===== src/rtl/gcore_pkg.sv =====
// Shared definitions for the GCore accumulator core: opcodes, phase FSM
// states and the ALU operation encoding used by the execute phase.
package gcore_pkg;

   localparam logic [3:0] OP_NOP = 4'h0;
   localparam logic [3:0] OP_LDM = 4'h1;
   localparam logic [3:0] OP_LDI = 4'h2;
   localparam logic [3:0] OP_STM = 4'h3;
   localparam logic [3:0] OP_ADD = 4'h4;
   localparam logic [3:0] OP_SUB = 4'h5;
   localparam logic [3:0] OP_AND = 4'h6;
   localparam logic [3:0] OP_OR  = 4'h7;
   localparam logic [3:0] OP_XOR = 4'h8;
   localparam logic [3:0] OP_SHL = 4'h9;
   localparam logic [3:0] OP_JMP = 4'hA;
   localparam logic [3:0] OP_BZ  = 4'hB;
   localparam logic [3:0] OP_HLT = 4'hC;

   typedef enum logic [2:0] {
      S_FETCH,
      S_DECODE,
      S_EXEC,
      S_WB,
      S_HALT
   } state_t;

   typedef enum logic [3:0] {
      ALU_KEEP,
      ALU_MEM,
      ALU_IMM,
      ALU_ADD,
      ALU_SUB,
      ALU_AND,
      ALU_OR,
      ALU_XOR,
      ALU_SHL4
   } alu_op_t;

   // Map an opcode to the ALU operation that produces the next ACC value.
   function automatic alu_op_t decode_alu(input logic [3:0] opcode);
      case (opcode)
         OP_LDM:  return ALU_MEM;
         OP_LDI:  return ALU_IMM;
         OP_ADD:  return ALU_ADD;
         OP_SUB:  return ALU_SUB;
         OP_AND:  return ALU_AND;
         OP_OR:   return ALU_OR;
         OP_XOR:  return ALU_XOR;
         OP_SHL:  return ALU_SHL4;
         default: return ALU_KEEP;
      endcase
   endfunction

   // Only the two-operand arithmetic/logic ops touch the zero flag.
   function automatic logic updates_zero(input logic [3:0] opcode);
      return (opcode >= OP_ADD) && (opcode <= OP_XOR);
   endfunction

endpackage


===== src/rtl/gcore_dmem.sv =====
// Data memory: one register per word, combinational read, synchronous
// write, and an asynchronous clear that zeroes every word.
module gcore_dmem
   import gcore_pkg::*;
#(
   parameter int DATA_W = 8,
   parameter int ADDR_W = 4
) (
   input  logic              clk,
   input  logic              rst,
   input  logic              we,
   input  logic [ADDR_W-1:0] addr,
   input  logic [DATA_W-1:0] wdata,
   output logic [DATA_W-1:0] rdata
);

   localparam int DEPTH = 2 ** ADDR_W;

   logic [DATA_W-1:0] words [DEPTH];

   genvar gi;
   generate
      for (gi = 0; gi < DEPTH; gi++) begin : g_word
         logic [DATA_W-1:0] word_reg;

         // Each word loads wdata only when it is the addressed target.
         always_ff @(posedge clk or negedge rst) begin
            if (!rst) begin
               word_reg <= '0;
            end else if (we && (addr == ADDR_W'(gi))) begin
               word_reg <= wdata;
            end
         end

         assign words[gi] = word_reg;
      end
   endgenerate

   assign rdata = words[addr];

endmodule


===== src/rtl/gcore_core.sv =====
// GCore accumulator CPU: single clock, four-phase FSM per instruction
// (fetch, decode, execute, write-back), run/step control and HALT.
module gcore_core
   import gcore_pkg::*;
#(
   parameter int DATA_W  = 8,
   parameter int OPND_W  = 4,
   parameter int PC_W    = 8,
   parameter int INSTR_W = 4 + OPND_W
) (
   input  logic               clk,
   input  logic               rst,
   input  logic               run,
   input  logic               step,
   output logic [PC_W-1:0]    imem_addr,
   input  logic [INSTR_W-1:0] imem_rdata,
   output logic [DATA_W-1:0]  acc_out,
   output logic [PC_W-1:0]    pc_out,
   output logic               zero_out,
   output logic               halted,
   output logic               instr_done
);

   state_t              state_reg;
   state_t              state_next;
   logic [PC_W-1:0]     pc_reg;
   logic [DATA_W-1:0]   acc_reg;
   logic                zero_reg;
   logic [INSTR_W-1:0]  ir_reg;
   logic [DATA_W-1:0]   alu_reg;
   logic                step_q_reg;

   logic [3:0]          opcode;
   logic [OPND_W-1:0]   opnd;
   logic [DATA_W-1:0]   mem_rdata;
   logic                mem_we;
   logic [DATA_W-1:0]   alu_result;
   logic                step_edge;
   logic                jump_taken;
   logic [PC_W-1:0]     jump_target;

   assign opcode      = ir_reg[INSTR_W-1:OPND_W];
   assign opnd        = ir_reg[OPND_W-1:0];
   assign step_edge   = step & ~step_q_reg;
   assign mem_we      = (state_reg == S_EXEC) && (opcode == OP_STM);
   assign jump_taken  = (opcode == OP_JMP) || ((opcode == OP_BZ) && zero_reg);
   // Size cast truncates or zero-extends the memory word to the PC width.
   assign jump_target = PC_W'(mem_rdata);

   gcore_dmem #(
      .DATA_W (DATA_W),
      .ADDR_W (OPND_W)
   ) u_dmem (
      .clk   (clk),
      .rst   (rst),
      .we    (mem_we),
      .addr  (opnd),
      .wdata (acc_reg),
      .rdata (mem_rdata)
   );

   // ALU: next accumulator value for the decoded opcode; opcodes that do
   // not load ACC pass the current value through.
   always_comb begin
      alu_result = acc_reg;
      case (decode_alu(opcode))
         ALU_MEM:  alu_result = mem_rdata;
         ALU_IMM:  alu_result = DATA_W'(opnd);
         ALU_ADD:  alu_result = acc_reg + mem_rdata;
         ALU_SUB:  alu_result = acc_reg - mem_rdata;
         ALU_AND:  alu_result = acc_reg & mem_rdata;
         ALU_OR:   alu_result = acc_reg | mem_rdata;
         ALU_XOR:  alu_result = acc_reg ^ mem_rdata;
         ALU_SHL4: alu_result = {acc_reg[DATA_W-5:0], 4'b0000};
         default:  alu_result = acc_reg;
      endcase
   end

   // Phase sequencing; fetch waits for run or a fresh step edge.
   always_comb begin
      state_next = state_reg;
      instr_done = 1'b0;
      case (state_reg)
         S_FETCH: begin
            if (run || step_edge) begin
               state_next = S_DECODE;
            end
         end
         S_DECODE: state_next = S_EXEC;
         S_EXEC:   state_next = S_WB;
         S_WB: begin
            instr_done = 1'b1;
            state_next = (opcode == OP_HLT) ? S_HALT : S_FETCH;
         end
         S_HALT:   state_next = S_HALT;
         default:  state_next = S_FETCH;
      endcase
   end

   // Architectural state: IR latched in decode, ALU result in execute,
   // ACC/zero/PC committed in write-back.
   always_ff @(posedge clk or negedge rst) begin
      if (!rst) begin
         state_reg  <= S_FETCH;
         pc_reg     <= '0;
         acc_reg    <= '0;
         zero_reg   <= 1'b0;
         ir_reg     <= '0;
         alu_reg    <= '0;
         step_q_reg <= 1'b0;
      end else begin
         state_reg  <= state_next;
         step_q_reg <= step;
         case (state_reg)
            S_DECODE: ir_reg <= imem_rdata;
            S_EXEC:   alu_reg <= alu_result;
            S_WB: begin
               acc_reg <= alu_reg;
               if (updates_zero(opcode)) begin
                  zero_reg <= (alu_reg == '0);
               end
               pc_reg <= jump_taken ? jump_target : pc_reg + PC_W'(1);
            end
            default: ;
         endcase
      end
   end

   assign imem_addr = pc_reg;
   assign pc_out    = pc_reg;
   assign acc_out   = acc_reg;
   assign zero_out  = zero_reg;
   assign halted    = (state_reg == S_HALT);

endmodule


===== config.mk =====
export PLATFORM = sky130hd
export DESIGN_NAME = gcore_core
export DESIGN_NICKNAME = d
export VERILOG_FILES = /design/src/rtl/gcore_pkg.sv /design/src/rtl/gcore_dmem.sv /design/src/rtl/gcore_core.sv
export SDC_FILE = /design/constraint.sdc
export NUM_CORES = 1
export LEC_CHECK = 0
export CAP_MARGIN = 20
export CORE_MARGIN = 3
export CORE_UTILIZATION = 48
export DETAILED_ROUTE_END_ITERATION = 6
export PLACE_DENSITY = 0.66
export SYNTH_ARGS = -nofsm -noshare
export SYNTH_HDL_FRONTEND = slang
export SYNTH_SLANG_ARGS = --single-unit

===== constraint.sdc =====
create_clock -name clk -period 3.7 [get_ports clk]
set_clock_uncertainty 0.05 [all_clocks]
set_input_delay 0.555 -clock clk [delete_from_list [all_inputs] [get_ports clk]]
set_output_delay 0.555 -clock clk [all_outputs]
set_load 0.01 [all_outputs]

==> summary.txt, run 1 <==
Worst setup path
  – Critical Path Max Stage Delay: around 500 ps
  – Reg-to-Reg End: alu_reg[5]$_DFFE_PN0P_
  – Crit end category: register
  – Worst R2R Path Depth: 15
  – Crit path arrival time: 3840 ps
  – Setup crit start kind: register
  – CP Max Fanout: 11
  – Setup CP Type: register to register
  – Crit-path leading delay family: compound AO/OA/AOI/OAI gates
  – Crit path max-delay cell type: mux4_2
  – Cell Chain, Critical Path: buf_12 > mux4_2 > a22oi_1 > nand2_2 > inv_2 > ha_2 > mux2i_2 > ha_1 > nor2b_1 > o211ai_1 > nand3b_1 > a21oi_2 > xnor2_1 > a211oi_1 > o21ai_1
  – CP required: slightly below 4000 ps
  – Reg2reg setup slack: ~120 ps
  – WP buf/inv: 2
  – Worst r2r src: ir_reg[0]$_DFFE_PN0P_

Timing
  – Tmin final: roughly 3600 ps
  – Unrepaired setup endpoints after global routing: yes
  – Tcrit/Tclk final: a little over nine tenths
  – Slew @ Worst Pin: about 940 ps
  – Setup violators final: 0
  – Relative slew slack: between 30% and 40%
  – Fmax achieved: between 200 and 300 MHz
  – Slew Limit Fails: 0
  – Count of final hold-check violations: 0

Pwr
  – Static leakage: approximately 4.6 nW
  – Clk pwr share: about a quarter
  – PnR Total Power: about 7.6 mW
  – P_sw: between 3 and 4 mW
  – Peak supply drop: about 0.43 mV
  – Internal power: ~4.5 mW
  – Sw Share: roughly two fifths
  – Sequential share of power: between 30% and 40%
  – Comb pwr share: between 40% and 50%
  – Power density cells: approximately 740 nW/µm²

GRT
  – Initial antenna violation count: 0
  – First-pass GRT wire length: between 30000 and 40000 µm
  – GRT Max-Usage Layer: met2
  – Met2 GRT Util: 38.3%
  – GRT Overall Usage: a little under a quarter
  – Vias in the first global route: ~6400
  – Met3 Use GR: just over 6%
  – Pin count of the biggest net entering global routing: 95
  – GRT overflow: 0
  – GR Layer Usage met1: 30.6%

Yosys
  – Syn_area_per_cell: between 10 and 15 µm²
  – Yosys reg bits: 165
  – Mapped Cells: between 700 and 800
  – Synth Flop Type: dfrtp_1
  – Number of distinct library cells after synthesis: between 60 and 70
  – Post-synth top area share: 47.2%
  – Register area share after synthesis: about 47%
  – FFs w/ async S/R, synth: 100%
  – Synth Warn #: 0
  – Mapped cell area: approximately 8700 µm²
  – Synth area leaders: dfrtp_1, mux2_2, mux4_2
  – Syn nets: slightly below 800
  – Area leader, netlist: dfrtp_1
  – EDFF count, synth: 0

Finish
  – Layout fillers: 1435
  – Area Overhead vs Synth: 16.7%
  – Fin nets: 846
  – Commonest non-fill, non-tap cells in the layout: dfrtp_1, mux2_2, nand2_1
  – N_diodes: 0
  – Max reg flops: 128
  – Share of cells above drive strength 1: between 30% and 40%
  – Most common cell after layout, fill and taps aside: dfrtp_1
  – Post-route cell area: around 10000 µm²

CTS
  – CTS Root Cell: clkbuf_16
  – Worst-path clk slew: approximately 70 ps
  – Htree depth: 4
  – Max clock buf depth: 2
  – Sink Count: roughly 170
  – Hold-fix buffers at CTS: 0
  – Worst skew pair latency: roughly 430 ps
  – CTS Buf Count: 17
  – CTS tree: done

Place
  – IO Port Bufs: 38
  – GP Congestion: around 0.93
  – Area of placed instances: roughly 9500 µm²
  – DP Wirelength: around 16000 µm

Job
  – Total of max-cap violations: 0

Detailed routing
  – DRC: 0
  – Final WL: 22700 µm
  – Via density: approximately 6.0
  – Initial drt markers: between 500 and 600
  – Final ANT Viol Nets: 0
  – Drt wl/cell: ~22 µm
  – Via count: approximately 6200
  – First-pass DRT Iterations: 6

Die
  – Core Region: between 15000 and 20000 µm²
  – I/O pin count: 39
  – Die H: approximately 140 µm
  – Starting Density: between 40% and 50%
  – Die X: about 140 µm
  – Total Die Area: 19900 µm²
  – Core Rows: 48

Run status
  – Status: complete, no violations

Worst hold path
  – Min-delay worst type: input port to async pin
cells by family (layout without fill, tap and decap cells):
logic type                 Yosys count  in the layout  synth area share (%)
AOI/OAI and AO/OA                  154            154                  11.4
xor gates and xnor gates            14             14                  1.40
adders and majority gates           32             32                  4.66
buffers and inverters               69            140                  4.11
DFF                                165            165                  47.2
muxes                              138            138                  22.0
and+or+nand+nor                    171            171                  9.24
per-stage QoR:
step | setup TNS [ps] | hold WS [ps] | utilization, % | setup slack (ps) | cells
final | 0 | 162 | 58.2 | 124 | 1039
after global routing | -101 | 197 | 58.2 | -78.8 | 1039
after CTS | 0 | 210 | 57.7 | 9.96 | 1036
after detailed placement | 0 | 419 | 54.3 | 15.1 | 1005
after global placement | 0 | 409 | 54.3 | 40.4 | 1005
after floorplan | 0 | 209 | - | 142 | 743
worst max path at each step:
stage                                   endpoint                  start  depth (start not counted)  slack, ps
after floorplan           alu_reg[3]$_DFFE_PN0P_  ir_reg[0]$_DFFE_PN0P_                         16        140
after global placement    alu_reg[6]$_DFFE_PN0P_  ir_reg[0]$_DFFE_PN0P_                         15         40
after detailed placement  alu_reg[7]$_DFFE_PN0P_  ir_reg[0]$_DFFE_PN0P_                         16         20
after CTS                 alu_reg[3]$_DFFE_PN0P_  ir_reg[0]$_DFFE_PN0P_                         14         10
after global routing      alu_reg[5]$_DFFE_PN0P_  ir_reg[0]$_DFFE_PN0P_                         15        -80
final                     alu_reg[5]$_DFFE_PN0P_  ir_reg[0]$_DFFE_PN0P_                         15        120
synthesized netlist by cell type, drive strengths merged (2+ instances only):
cell and count:
nand3 7, nand3b 3, xnor2 12, nand2b 5
nor3 9, nor3b 2, a41o 2, a31o 2
xor2 2, a221o 3, a21oi 23, o31ai 3
or2 2, a22oi 21, mux2 102, nor2b 7
or4 3, o22ai 3, o22a 4, a21o 2
a31oi 2, mux4 32, nand2 94, and3 3
a221oi 4, nor2 30, clkbuf 20, a211oi 2
dfrtp 165, and2 4, o21ai 69, ha 31
o211ai 4, inv 22, mux2i 4, buf 26
metal layers:
| layer | wire length [µm] | vias up |
|---|---|---|
| met5 | 0 | - |
| met4 | 723 | 0 |
| met3 | 1250 | 50 |
| met2 | 11000 | 190 |
| met1 | 9800 | 3147 |
| li1 | - | 2799 |
worst register-to-register path: cells and delay by family (launching register included):
kind | cells | cell delay, ps
flip-flops | 1 | 420
AND/OR/NAND/NOR | 3 | 400
adder cells (fa/ha/maj) | 2 | 530
XOR/XNOR | 1 | 110
buffers and inverters | 2 | 240
AO/OA/AOI/OAI | 5 | 1020
multiplexers | 2 | 680
timing repair:
item	CTS	global route
setup endpoints to repair	0	4
hold endpoints to repair	0	0
resized for setup	0	20
buffers inserted	0	3
power by group through the flow:
| stage | logic [mW] | clock network, mW | registers (mW) |
|---|---|---|---|
| finish | 3.36 | 1.79 | 2.42 |
| global route | 3.62 | 1.90 | 2.46 |
| CTS | 3.23 | 1.82 | 2.41 |
| detailed placement | 3.22 | 0 | 2.45 |
| global placement | 3.19 | 0 | 2.43 |
| floorplan | 2.28 | 0 | 2.29 |
layout make-up:
| cell class | count | area [µm²] | area share [%] |
|---|---|---|---|
| Clock inverter | 11 | 141 | 1.38 |
| Clock buffer | 20 | 457 | 4.47 |
| Sequential cell | 165 | 4130 | 40.4 |
| Tap cell | 225 | 282 | 2.76 |
| Multi-Input combinational cell | 509 | 4320 | 42.3 |
| Timing Repair Buffer | 86 | 791 | 7.74 |
| Inverter | 23 | 86.3 | 0.845 |
Note: power is estimated with default switching activity, not from simulation.
==> run 2, diff against run 1 <==
--- a/config.mk
+++ b/config.mk
@@ -10,6 +10,7 @@
 export CORE_UTILIZATION = 48
 export DETAILED_ROUTE_END_ITERATION = 6
 export PLACE_DENSITY = 0.66
+export SETUP_SLACK_MARGIN = 0.3
 export SYNTH_ARGS = -nofsm -noshare
 export SYNTH_HDL_FRONTEND = slang
 export SYNTH_SLANG_ARGS = --single-unit
==> run 2 against run 1 <==
  * Critical path depth decreased by 2
  * Non-clock buffer count increased by 6
  * Critical path type unchanged
  * Largest power group unchanged
  * Sequential cell count unchanged
==> summary.txt, run 2 (synthesis results as in run 1) <==
Detailed routing
  – DRC: 0 (unchanged)
  – Final ANT Viol Nets: 0 (unchanged)
  – Final WL: 23300 µm (was 22700 µm)
  – Drt wl/cell: 22.3 µm (was 21.9 µm)
  – Met1 Wirelength: 9700 µm (was 9800 µm)
  – Length of routed met3 wiring: 1290 µm (was 1250 µm)
  – Initial drt markers: 513 (was 506)
  – Via count: 6382 (was 6186)
  – DR WL met2: 11600 µm (was 11000 µm)
  – Uppermost layer routed: met4 (unchanged)
  – Via density: 6.10 (was 5.95)
  – First-pass DRT Iterations: 5 (was 6)

GRT
  – GRT overflow: 0 (unchanged)
  – First-pass GRT wire length: 37400 µm (was 35900 µm)
  – GRT Overall Usage: 24.5% (was 23.5%)
  – Initial antenna violation count: 0 (unchanged)
  – Pin count of the biggest net entering global routing: 87 (was 95)
  – Vias in the first global route: 6607 (was 6358)

Worst setup path
  – Crit end category: register (unchanged)
  – Crit path arrival time: 3730 ps (was 3840 ps)
  – CP Max Fanout: 8 (was 11)
  – Critical Path Max Stage Delay: 530 ps (was 490 ps)
  – WP buf/inv: 3 (was 2)
  – Worst R2R Path Depth: 13 (was 15)
  – Setup crit start kind: register (unchanged)
  – Crit path max-delay cell type: mux4_2 (unchanged)
  – CP required: 3940 ps (was 3960 ps)
  – Crit path depth: 13 (was 15)
  – Setup CP Type: register to register (unchanged)
  – Crit-path leading delay family: compound AO/OA/AOI/OAI gates (unchanged)
  – Worst path most repeated cell: buf_4
  – Cell Chain, Critical Path: buf_6 > buf_4 > mux4_2 > a22oi_2 > nand2_1 > buf_4 > xnor2_1 > ha_1 > o211ai_1 > and3_1 > a221o_1 > a221oi_2 > o21ai_1 (was buf_12 > mux4_2 > a22oi_1 > nand2_2 > inv_2 > ha_2 > mux2i_2 > ha_1 > nor2b_1 > o211ai_1 > nand3b_1 > a21oi_2 > xnor2_1 > a211oi_1 > o21ai_1)

Die
  – Core Rows: 48 (unchanged)
  – Die H: 141 µm (unchanged)
  – Die X: 141 µm (unchanged)
  – Starting Density: 49.9% (unchanged)
  – Core Region: 17500 µm² (unchanged)
  – Total Die Area: 19900 µm² (unchanged)
  – I/O pin count: 39 (unchanged)

CTS
  – Hold-fix buffers at CTS: 0 (unchanged)
  – CTS tree: done (unchanged)
  – CTS Buf Count: 17 (unchanged)
  – Max clock buf depth: 2 (unchanged)
  – Worst skew pair latency: 430 ps (about the same)
  – Htree depth: 4 (unchanged)
  – Worst-path clk slew: 60 ps (was 70 ps)
  – CTS Root Cell: clkbuf_16 (unchanged)
  – Sink Count: 165 (unchanged)

Timing
  – Slew @ Worst Pin: 835 ps (was 937 ps)
  – Tmin final: 3480 ps (was 3580 ps)
  – Slew Limit Fails: 0 (unchanged)
  – Fmax achieved: 287 MHz (was 280 MHz)
  – Unrepaired setup endpoints after global routing: yes (unchanged)
  – Tcrit/Tclk final: 94.1% (was 96.6%)
  – Fin Setup TNS: 0 ps (unchanged)
  – Count of final hold-check violations: 0 (unchanged)
  – Final worst setup slack: 218 ps (was 124 ps)
  – Relative slew slack: 44.0% (was 37.3%)
  – Setup violators final: 0 (unchanged)

Place
  – Dpl ws: 128 ps (was 15.1 ps)
  – GP Congestion: 0.899 (was 0.932)
  – IO Port Bufs: 38 (unchanged)
  – DP Wirelength: 15900 µm (was 16100 µm)

Finish
  – Most common cell after layout, fill and taps aside: dfrtp_1 (unchanged)
  – Area Overhead vs Synth: 18.0% (was 16.7%)
  – Max reg flops: 128 (unchanged)
  – Fin util: 58.9% (was 58.2%)
  – Fin nets: 852 (was 846)
  – N_diodes: 0 (unchanged)
  – Commonest non-fill, non-tap cells in the layout: dfrtp_1, mux2_2, nand2_1 (unchanged)
  – Share of cells above drive strength 1: 31.9% (was 30.2%)

Pwr
  – Peak supply drop: 0.588 mV (was 0.432 mV)
  – P_sw: 3.09 mW (was 3.03 mW)
  – Power density cells: 746 nW/µm² (was 742 nW/µm²)
  – Internal power: 4.60 mW (was 4.54 mW)
  – Comb pwr share: 44.3% (about the same)
  – Sw Share: 40.2% (was 40.0%)
  – Clk pwr share: 23.5% (was 23.7%)
  – Sequential share of power: 32.2% (was 32.0%)
  – Static leakage: 4.63 nW (was 4.60 nW)

Job
  – Total of max-cap violations: 0 (unchanged)

Worst hold path
  – Min-delay worst type: input port to async pin (unchanged)

Run status
  – Status: complete, no violations (unchanged)
-- run 2: changes by cell type in the layout (fill, tap and decap cells not counted), moves of 2 or more --
cell      delta
a22oi_2      +3
a22oi_1      -3
o21ai_1      +2
mux4_2       +2
clkbuf_8     -2
buf_4        +2
mux4_1       -2
inv_6        +4
o21ai_0      -2
buf_6        +4
clkinv_4     -3
-- run 2: worst paths after layout --
kind | from | slack [ps] | to
min in group clk | u_dmem.g_word[8].word_reg[0]$_DFFE_PN0P_ | 440 | u_dmem.g_word[8].word_reg[0]$_DFFE_PN0P_
hold reg to reg | u_dmem.g_word[8].word_reg[0]$_DFFE_PN0P_ | 440 | u_dmem.g_word[8].word_reg[0]$_DFFE_PN0P_
hold / removal | rst | 110 | ir_reg[4]$_DFFE_PN0P_
max in group asynchronous | rst | 2510 | u_dmem.g_word[6].word_reg[3]$_DFFE_PN0P_
setup reg to reg | ir_reg[0]$_DFFE_PN0P_ | 220 | alu_reg[3]$_DFFE_PN0P_
setup / recovery | ir_reg[0]$_DFFE_PN0P_ | 220 | alu_reg[3]$_DFFE_PN0P_
-- run 2: routing by layer --
metal / vias to the layer above / GRT usage, %
met3: 49 / 5.02
met4: 0 / 9.03
met5: - / 0
met2: 203 / 40.5
met1: 3309 / 32.0
li1: 2821 / -
-- run 2: worst reg2reg max path: cells and delay by family (launching register included) --
| kind | cells | cell delay (ps) |
|---|---|---|
| adders and majority gates | 1 | 340 |
| and+or+nand+nor | 2 | 330 |
| DFF | 1 | 480 |
| AOI/OAI and AO/OA | 5 | 990 |
| xor gates and xnor gates | 1 | 130 |
| buffers and inverters | 3 | 500 |
| muxes | 1 | 530 |
-- run 2: timing repair --
item	in CTS	in global routing
pin swaps	19	8
gates resized for setup	18	12
gates cloned	1	0
setup endpoints to repair	4	4
buffers inserted	13	5
-- run 2: through the flow --
step | std cells | cell area [µm²] | power (mW) | hold WS (ps)
final | 1046 | 10300 | 7.70 | 107
after global routing | 1046 | 10300 | 8.13 | 172
after CTS | 1041 | 10300 | 7.64 | 160
after detailed placement | 995 | 9480 | 5.63 | 421
after global placement | 995 | 9480 | 5.56 | 406
after floorplan | 743 | 8800 | 4.61 | 209
-- run 2: area by class of cell --
| type | count | area, µm² |
|---|---|---|
| Fill cell | 1368 | 7210 |
| Clock buffer | 19 | 433 |
| Clock inverter | 13 | 163 |
| Tap cell | 225 | 282 |
| Timing Repair Buffer | 92 | 863 |
| Sequential cell | 165 | 4130 |
| Inverter | 23 | 88.8 |
| Multi-Input combinational cell | 509 | 4360 |
-- run 2: power by group through the flow --
stage          Clock (mW)  Combinational, mW  Sequential [mW]
6_report             1.81               3.41             2.48
5_1_grt              1.90               3.70             2.53
4_1_cts              1.83               3.34             2.47
3_5_place_dp            0               3.12             2.51
3_3_place_gp            0               3.08             2.48
2_1_floorplan           0               2.32             2.29
